--- src/rtl/mipi_pixel_packer.sv ---
// mipi_pixel_packer: packs 8-bit grey pixels into little-endian 32-bit frame RAM writes.
// Optional feature macro: PACKER_FREEZE_EN adds freeze_i and the FROZEN state.
module mipi_pixel_packer #(
    parameter int WORDS  = 76800,
    parameter int ADDR_W = 17
) (
    input  logic              clk,
    input  logic              reset,
    input  logic              frame_start_i,
    input  logic [7:0]        pixel_i,
    input  logic              pixel_valid_i,
`ifdef PACKER_FREEZE_EN
    input  logic              freeze_i,
`endif
    output logic [31:0]       data_o,
    output logic [ADDR_W-1:0] addr_o,
    output logic              we_o,
    output logic              frame_done_o,
    output logic              frame_short_o,
    output logic              busy_o,
    output logic [7:0]        frame_count_o
);
    localparam logic [ADDR_W-1:0] LAST = ADDR_W'(WORDS - 1);
`ifdef PACKER_FREEZE_EN
    typedef enum logic [1:0] {IDLE, ACTIVE, FULL, FROZEN} state_t;
    state_t start_state;
    assign start_state = freeze_i ? FROZEN : ACTIVE;
`else
    typedef enum logic [1:0] {IDLE, ACTIVE, FULL} state_t;
    state_t start_state;
    assign start_state = ACTIVE;
`endif
    state_t            state_q;
    logic [23:0]       sr_q;
    logic [1:0]        byte_cnt_q;
    logic [ADDR_W-1:0] word_cnt_q;
    logic [31:0]       data_q;
    logic [ADDR_W-1:0] addr_q;
    logic              we_q, done_q, short_q;
    logic [7:0]        count_q;
    logic              take_first;
    assign take_first = pixel_valid_i && start_state == ACTIVE;
    // frame FSM: frame_start always wins and restarts the frame; pixels are packed only in ACTIVE
    always_ff @(posedge clk) begin
        if (reset) begin
            state_q    <= IDLE;
            sr_q       <= '0;
            byte_cnt_q <= '0;
            word_cnt_q <= '0;
            data_q     <= '0;
            addr_q     <= '0;
            we_q       <= 1'b0;
            done_q     <= 1'b0;
            short_q    <= 1'b0;
            count_q    <= '0;
        end else begin
            we_q    <= 1'b0;
            done_q  <= 1'b0;
            short_q <= 1'b0;
            if (frame_start_i) begin
                short_q    <= state_q == ACTIVE && (word_cnt_q != '0 || byte_cnt_q != '0);
                state_q    <= start_state;
                word_cnt_q <= '0;
                byte_cnt_q <= {1'b0, take_first};
                if (take_first) sr_q <= {pixel_i, sr_q[23:8]};
            end else if (state_q == ACTIVE && pixel_valid_i) begin
                sr_q       <= {pixel_i, sr_q[23:8]};
                byte_cnt_q <= byte_cnt_q + 2'd1;
                if (byte_cnt_q == 2'd3) begin
                    data_q     <= {pixel_i, sr_q};
                    addr_q     <= word_cnt_q;
                    we_q       <= 1'b1;
                    word_cnt_q <= word_cnt_q == LAST ? '0 : word_cnt_q + ADDR_W'(1);
                    if (word_cnt_q == LAST) begin
                        done_q  <= 1'b1;
                        count_q <= count_q + 8'd1;
                        state_q <= FULL;
                    end
                end
            end
        end
    end
    assign data_o        = data_q;
    assign addr_o        = addr_q;
    assign we_o          = we_q;
    assign frame_done_o  = done_q;
    assign frame_short_o = short_q;
    assign busy_o        = state_q == ACTIVE;
    assign frame_count_o = count_q;
endmodule
--- config.mk ---
export PLATFORM = sky130hd
export DESIGN_NAME = mipi_pixel_packer
export DESIGN_NICKNAME = d
export VERILOG_FILES = /design/src/rtl/mipi_pixel_packer.sv
export SDC_FILE = /design/constraint.sdc
export NUM_CORES = 1
export LEC_CHECK = 0
export ABC_AREA = 0
export BUFFER_PORTS_ARGS = -buffer_cell sky130_fd_sc_hd__buf_2
export CORE_MARGIN = 2
export CORE_UTILIZATION = 30
export CTS_CLUSTER_DIAMETER = 120
export DETAILED_ROUTE_END_ITERATION = 8
export PLACE_DENSITY = 0.56
export SKIP_LAST_GASP = 1
export SYNTH_ARGS = -nofsm -noshare
export SYNTH_HDL_FRONTEND = slang
export SYNTH_SLANG_ARGS = --single-unit
--- constraint.sdc ---
create_clock -name clk -period 5.2 [get_ports clk]
set_clock_uncertainty 0.1 [all_clocks]
set_input_delay 0.26 -clock clk [delete_from_list [all_inputs] [get_ports clk]]
set_output_delay 0.26 -clock clk [all_outputs]
set_load 0.02 [all_outputs]
; After elaboration in Yosys (flattened, before gate mapping)
; Cells that the tools add are included.
[word_totals]
reg_bits = 105
output_inout_bits = 61
elab_cells = 52
[classes]
addsub = 3
n_eq_ne = 4
mux = 12
n_bitwise = 3
reduce_logical = 18
[ops]
columns = cell, n
row1 = 2-to-1 mux 24 bit, 3
row2 = adder 17 x 1 -> 17 bit (second input constant), 1
row3 = == test 17 bit (second input constant), 1
row4 = 2-to-1 mux 17 bit, 1
row5 = nonzero test 17 bit, 1
row6 = AND reduction 3 bit, 3
row7 = adder 8 x 1 -> 8 bit (second input constant), 1
row8 = 2-to-1 mux 1 bit, 8
row9 = nonzero test 2 bit, 4
row10 = AND reduction 2 bit, 2
row11 = AND reduction 4 bit, 1
row12 = OR reduction 2 bit, 2
row13 = OR reduction 4 bit, 1
row14 = inverter 1 bit, 3
row15 = OR reduction 3 bit, 1
row16 = adder 2 x 1 -> 2 bit (second input constant), 1
row17 = == test 2 x 1 -> 1 bit (second input constant), 1
row18 = == test 2 bit (second input constant), 1
row19 = logical AND 1 bit, 2
row20 = != test 2 x 1 -> 1 bit (second input constant), 1
row21 = logical OR 1 bit, 1

; Logic depth before layout (Yosys ltp)
[depth]
depth_word = 5
depth_mapped = 8

; Worst setup path before layout
; No wires, ideal clock.
[synth_path]
kind = register to register
from = reg word_cnt_q[10]
to = reg count_q[5], in the netlist frame_count_o[5]
setup_ns = 0.121
arrival_ns = 2.015
slack_ns = 2.965
stages_incl_launch_ff = 6
path_buffers = 1
period_less_slack_ns = 2.235
path_cell_list = dfxtp_1 -> or4_4 -> or3_1 -> buf_6 -> nor4_1 -> mux2_2
[synth_via]
elab_chain_len = 2
[synth_lines]
columns = item, line
row1 = "start, declared", 36  ; logic [ADDR_W-1:0] word_cnt_q;
row2 = "start signal, assigned", 73  ; word_cnt_q <= word_cnt_q == LAST ? '0 : word_cnt_q + ADDR_W'(1);
row3 = == test 17 bit, 74  ; if (word_cnt_q == LAST) begin
row4 = AND reduction 4 bit (no line), --
row5 = "end signal, assigned", 76  ; count_q <= count_q + 8'd1;
row6 = "end, declared", 40  ; logic [7:0] count_q;
; No other way between the ends.
; A chain may end at the register's enable or synchronous reset.

; Worst setup path in the final report
[layout_path]
from = reg word_cnt_q[10]
to = reg word_cnt_q[9]
[layout_via]
elab_chain_len = 2
[layout_lines]
columns = item, line
row1 = == test 17 bit, 73
row2 = 2-to-1 mux 17 bit, 73
; No other way between the ends.

==> run metrics <==
clock period minus final worst setup slack 2.88 ns; power density over the cells 317 nW/um2; area taken by multi-input logic gates 1790 um2; final count of pins violating max slew 0; total of warnings raised by yosys 0; signal arrival time at the worst endpoint 2.98 ns; global placer's final weighted congestion 0.843; Post-synth ARST share 0%; top cell family by delay on the critical path simple AND/OR/NAND/NOR gates; number of enable-type register cells in the synthesized netlist 0; Buffers on Ports 72; list of cells traversed by the critical path or4_4 > or3_1 > o21ai_1 > nor2_1; type of the setup path with the least slack register to register; Final Setup Violations 0; Via density 4.83; detailed-routing wirelength on met1 4910 um; CORE AREA 13200 um2; post-synthesis cell area 4070 um2; global-route congestion overflow total 0; Die ar. 14500 um2; portion of netlist area occupied by mux cells 0.829%; Peak supply drop 0.155 mV; wire length of the first global-routing pass 16400 um; final count of hold timing violations 0; area share of and/or/nand/nor cells after synthesis 25.5%; prevailing post-synth register cell dfxtp_1; final-layout worst hold slack 0.0568 ns; slew at the pin closest to its max-slew limit 1.14 ns; signed area change from the synthesized netlist to the final layout 18.4%; remaining number of nets flagged by the antenna check after routing 0; top cell type's share of synthesized area 51.6%; Highest Clock Rate 0.347 GHz; CTS tree built; number of cell rows 42; global-route usage over all layers 14.1%; worst slack at placement 2.35 ns; fraction of layout cells with a size suffix above 1 18.1%; cell accounting for the most synthesized area dfxtp_1; net total in the final layout 575; HPWL reported at the end of detailed placement 6700 um; outcome finished clean; compound-gate portion of the synthesized area 13.9%; Sequential Area 2100 um2; synthesized-area fraction occupied by xor and xnor cells 1.94%; portion of the post-synthesis area used by sequential elements 51.6%; Starting DRT DRC Count 219; Worst Slack Setup Final 2.32 ns; average wire per cell in the routed design 13.4 um; worst hold path class input pin to register; H-tree depth 3; Seq cells post-synth 105; Max Used Layer met4; Net Count, Synth 521; Gate Count Post-Synth 504; largest family of logic cells by synthesized area simple AND/OR/NAND/NOR gates; adder-cell area share of the yosys netlist 1.54%; most frequent cells in the layout 161 x nand2_1, 105 x dfxtp_1, 88 x a21oi_1; relative slew slack 24.0%; Buffers & Inverters on Critical Path 0; detailed-route DRC error count 0; mean post-synth cell area 8.08 um2; height of the die 121 um; met3 wire len 458 um; vias post-DR 3568; Max clock buf depth 2; Clock Root Buffer clkbuf_16; final standard cell utilization of the core 36.4%; crit start category register; crit-path max cell delay 0.93 ns; endpoint required time on the critical path 5.29 ns; max-capacitance violation count 0; TritonCTS Buffers 9; amount of wire on met2 after detailed routing 4330 um; hold_buf cts 0; post-CTS setup buffer count 0; maximum fanout encountered on the critical timing path 17; final cycle utilization of the critical path 55.4%; starting density of the core 30.8%; number of top-level pins 73; clock-pin slew on the worst setup and hold paths 0.07 ns; slowest stage cell, crit path o21ai_1; antenna violations before repair 0; RSZ-0062 raised after global routing false; cells resized by post-CTS repair 0; endpoint class of the critical path register; Initial DRT Pass Iterations 5; vias in the first global route 3330; overall routed net length 9880 um; most frequent standard cell in the layout excluding fill and tap cells nand2_1; source-to-sink clock delay at the later pin of the worst-skew pair 0.35 ns; clk sink count 105; main area contributors after synthesis dfxtp_1 52%, nand2_1 15%, a21oi_1 11%; total of fill cells in the finished design 1405; antenna cells 0; aggregate negative setup slack 0 ns; leakage power figure 1.77 nW; pin count of the biggest net entering global routing 71; chip width 121 um; unique cell type count in the Yosys netlist 39
[state kept, by name, summed over array words and instances, names as in the netlist, 2 cells and up]
register / flops
byte_cnt_q: 2
addr_o: 17
word_cnt_q: 17
state_q: 2
data_o: 32
frame_count_o: 8
sr_q: 24
[metrics by stage]
| stage | std cells | instance area [um2] | total power [W] |
|---|---|---|---|
| 2_1_floorplan | 504 | 4070 | 0.000865 |
| 3_5_place_dp | 723 | 4520 | 0.000882 |
| 4_1_cts | 739 | 4820 | 0.00155 |
| 6_report | 739 | 4820 | 0.00153 |
| 3_3_place_gp | 723 | 4520 | 0.000881 |
| 5_1_grt | 739 | 4820 | 0.00159 |
[cell type report]
cell class	instances	share of cell area, %
repair buffers	75	7.94
inverters	8	0.623
well taps	176	4.57
multi-input cells	359	37.1
clock inverters	7	1.56
flip-flops and latches	105	43.6
clock buffers	9	4.67
[where the power goes]
part,internal [W],switching [W]
sequential,0.000810,0.00000503
combinational,0.0000124,0.0000348
clock,0.000339,0.000329
total,0.00116,0.000369
[cell families (layout without fill, tap and decap cells)]
logic type,Yosys count,after routing
adder cells (fa/ha/maj),5,5
multiplexers,3,3
AND/OR/NAND/NOR,235,235
flip-flops,105,105
XOR/XNOR,9,9
AO/OA/AOI/OAI,107,107
buffers and inverters,40,99
[synthesized netlist by cell type, drive strengths merged (2+ instances only)]
cell,count
a21oi,88
buf,6
clkbuf,26
dfxtp,105
ha,5
inv,8
mux2,3
nand2,161
nand3,10
nand4,7
nor2,19
nor2b,4
nor3,3
nor4,8
o21a,2
o21ai,8
o31ai,5
or3,5
or4,10
xnor2,7
xor2,2
[path summary, 6_finish.rpt]
| path | startpoint | endpoint | slack, ns | cells past startpoint |
|---|---|---|---|---|
| worst min register to register | data_o[10] | data_o[10] | 0.35 | 2 |
| worst max register to register | word_cnt_q[10] | word_cnt_q[9] | 2.32 | 4 |
| worst min-delay path | pixel_i[0] | data_o[24] | 0.06 | 3 |
| worst max-delay path | word_cnt_q[10] | word_cnt_q[9] | 2.32 | 4 |
[per-layer routing]
metal	global-route usage (%)	vias to the layer above
met5	0	-
met4	5.45	0
met3	3.35	14
met2	21.6	82
met1	19.2	1671
li1	-	1801
[tightest hold or removal path: stages]
cell	delay, ns
buf_2	0.11
nand2_1	0.05
a21oi_1	0.05
Power figures use the tool's default switching activity.
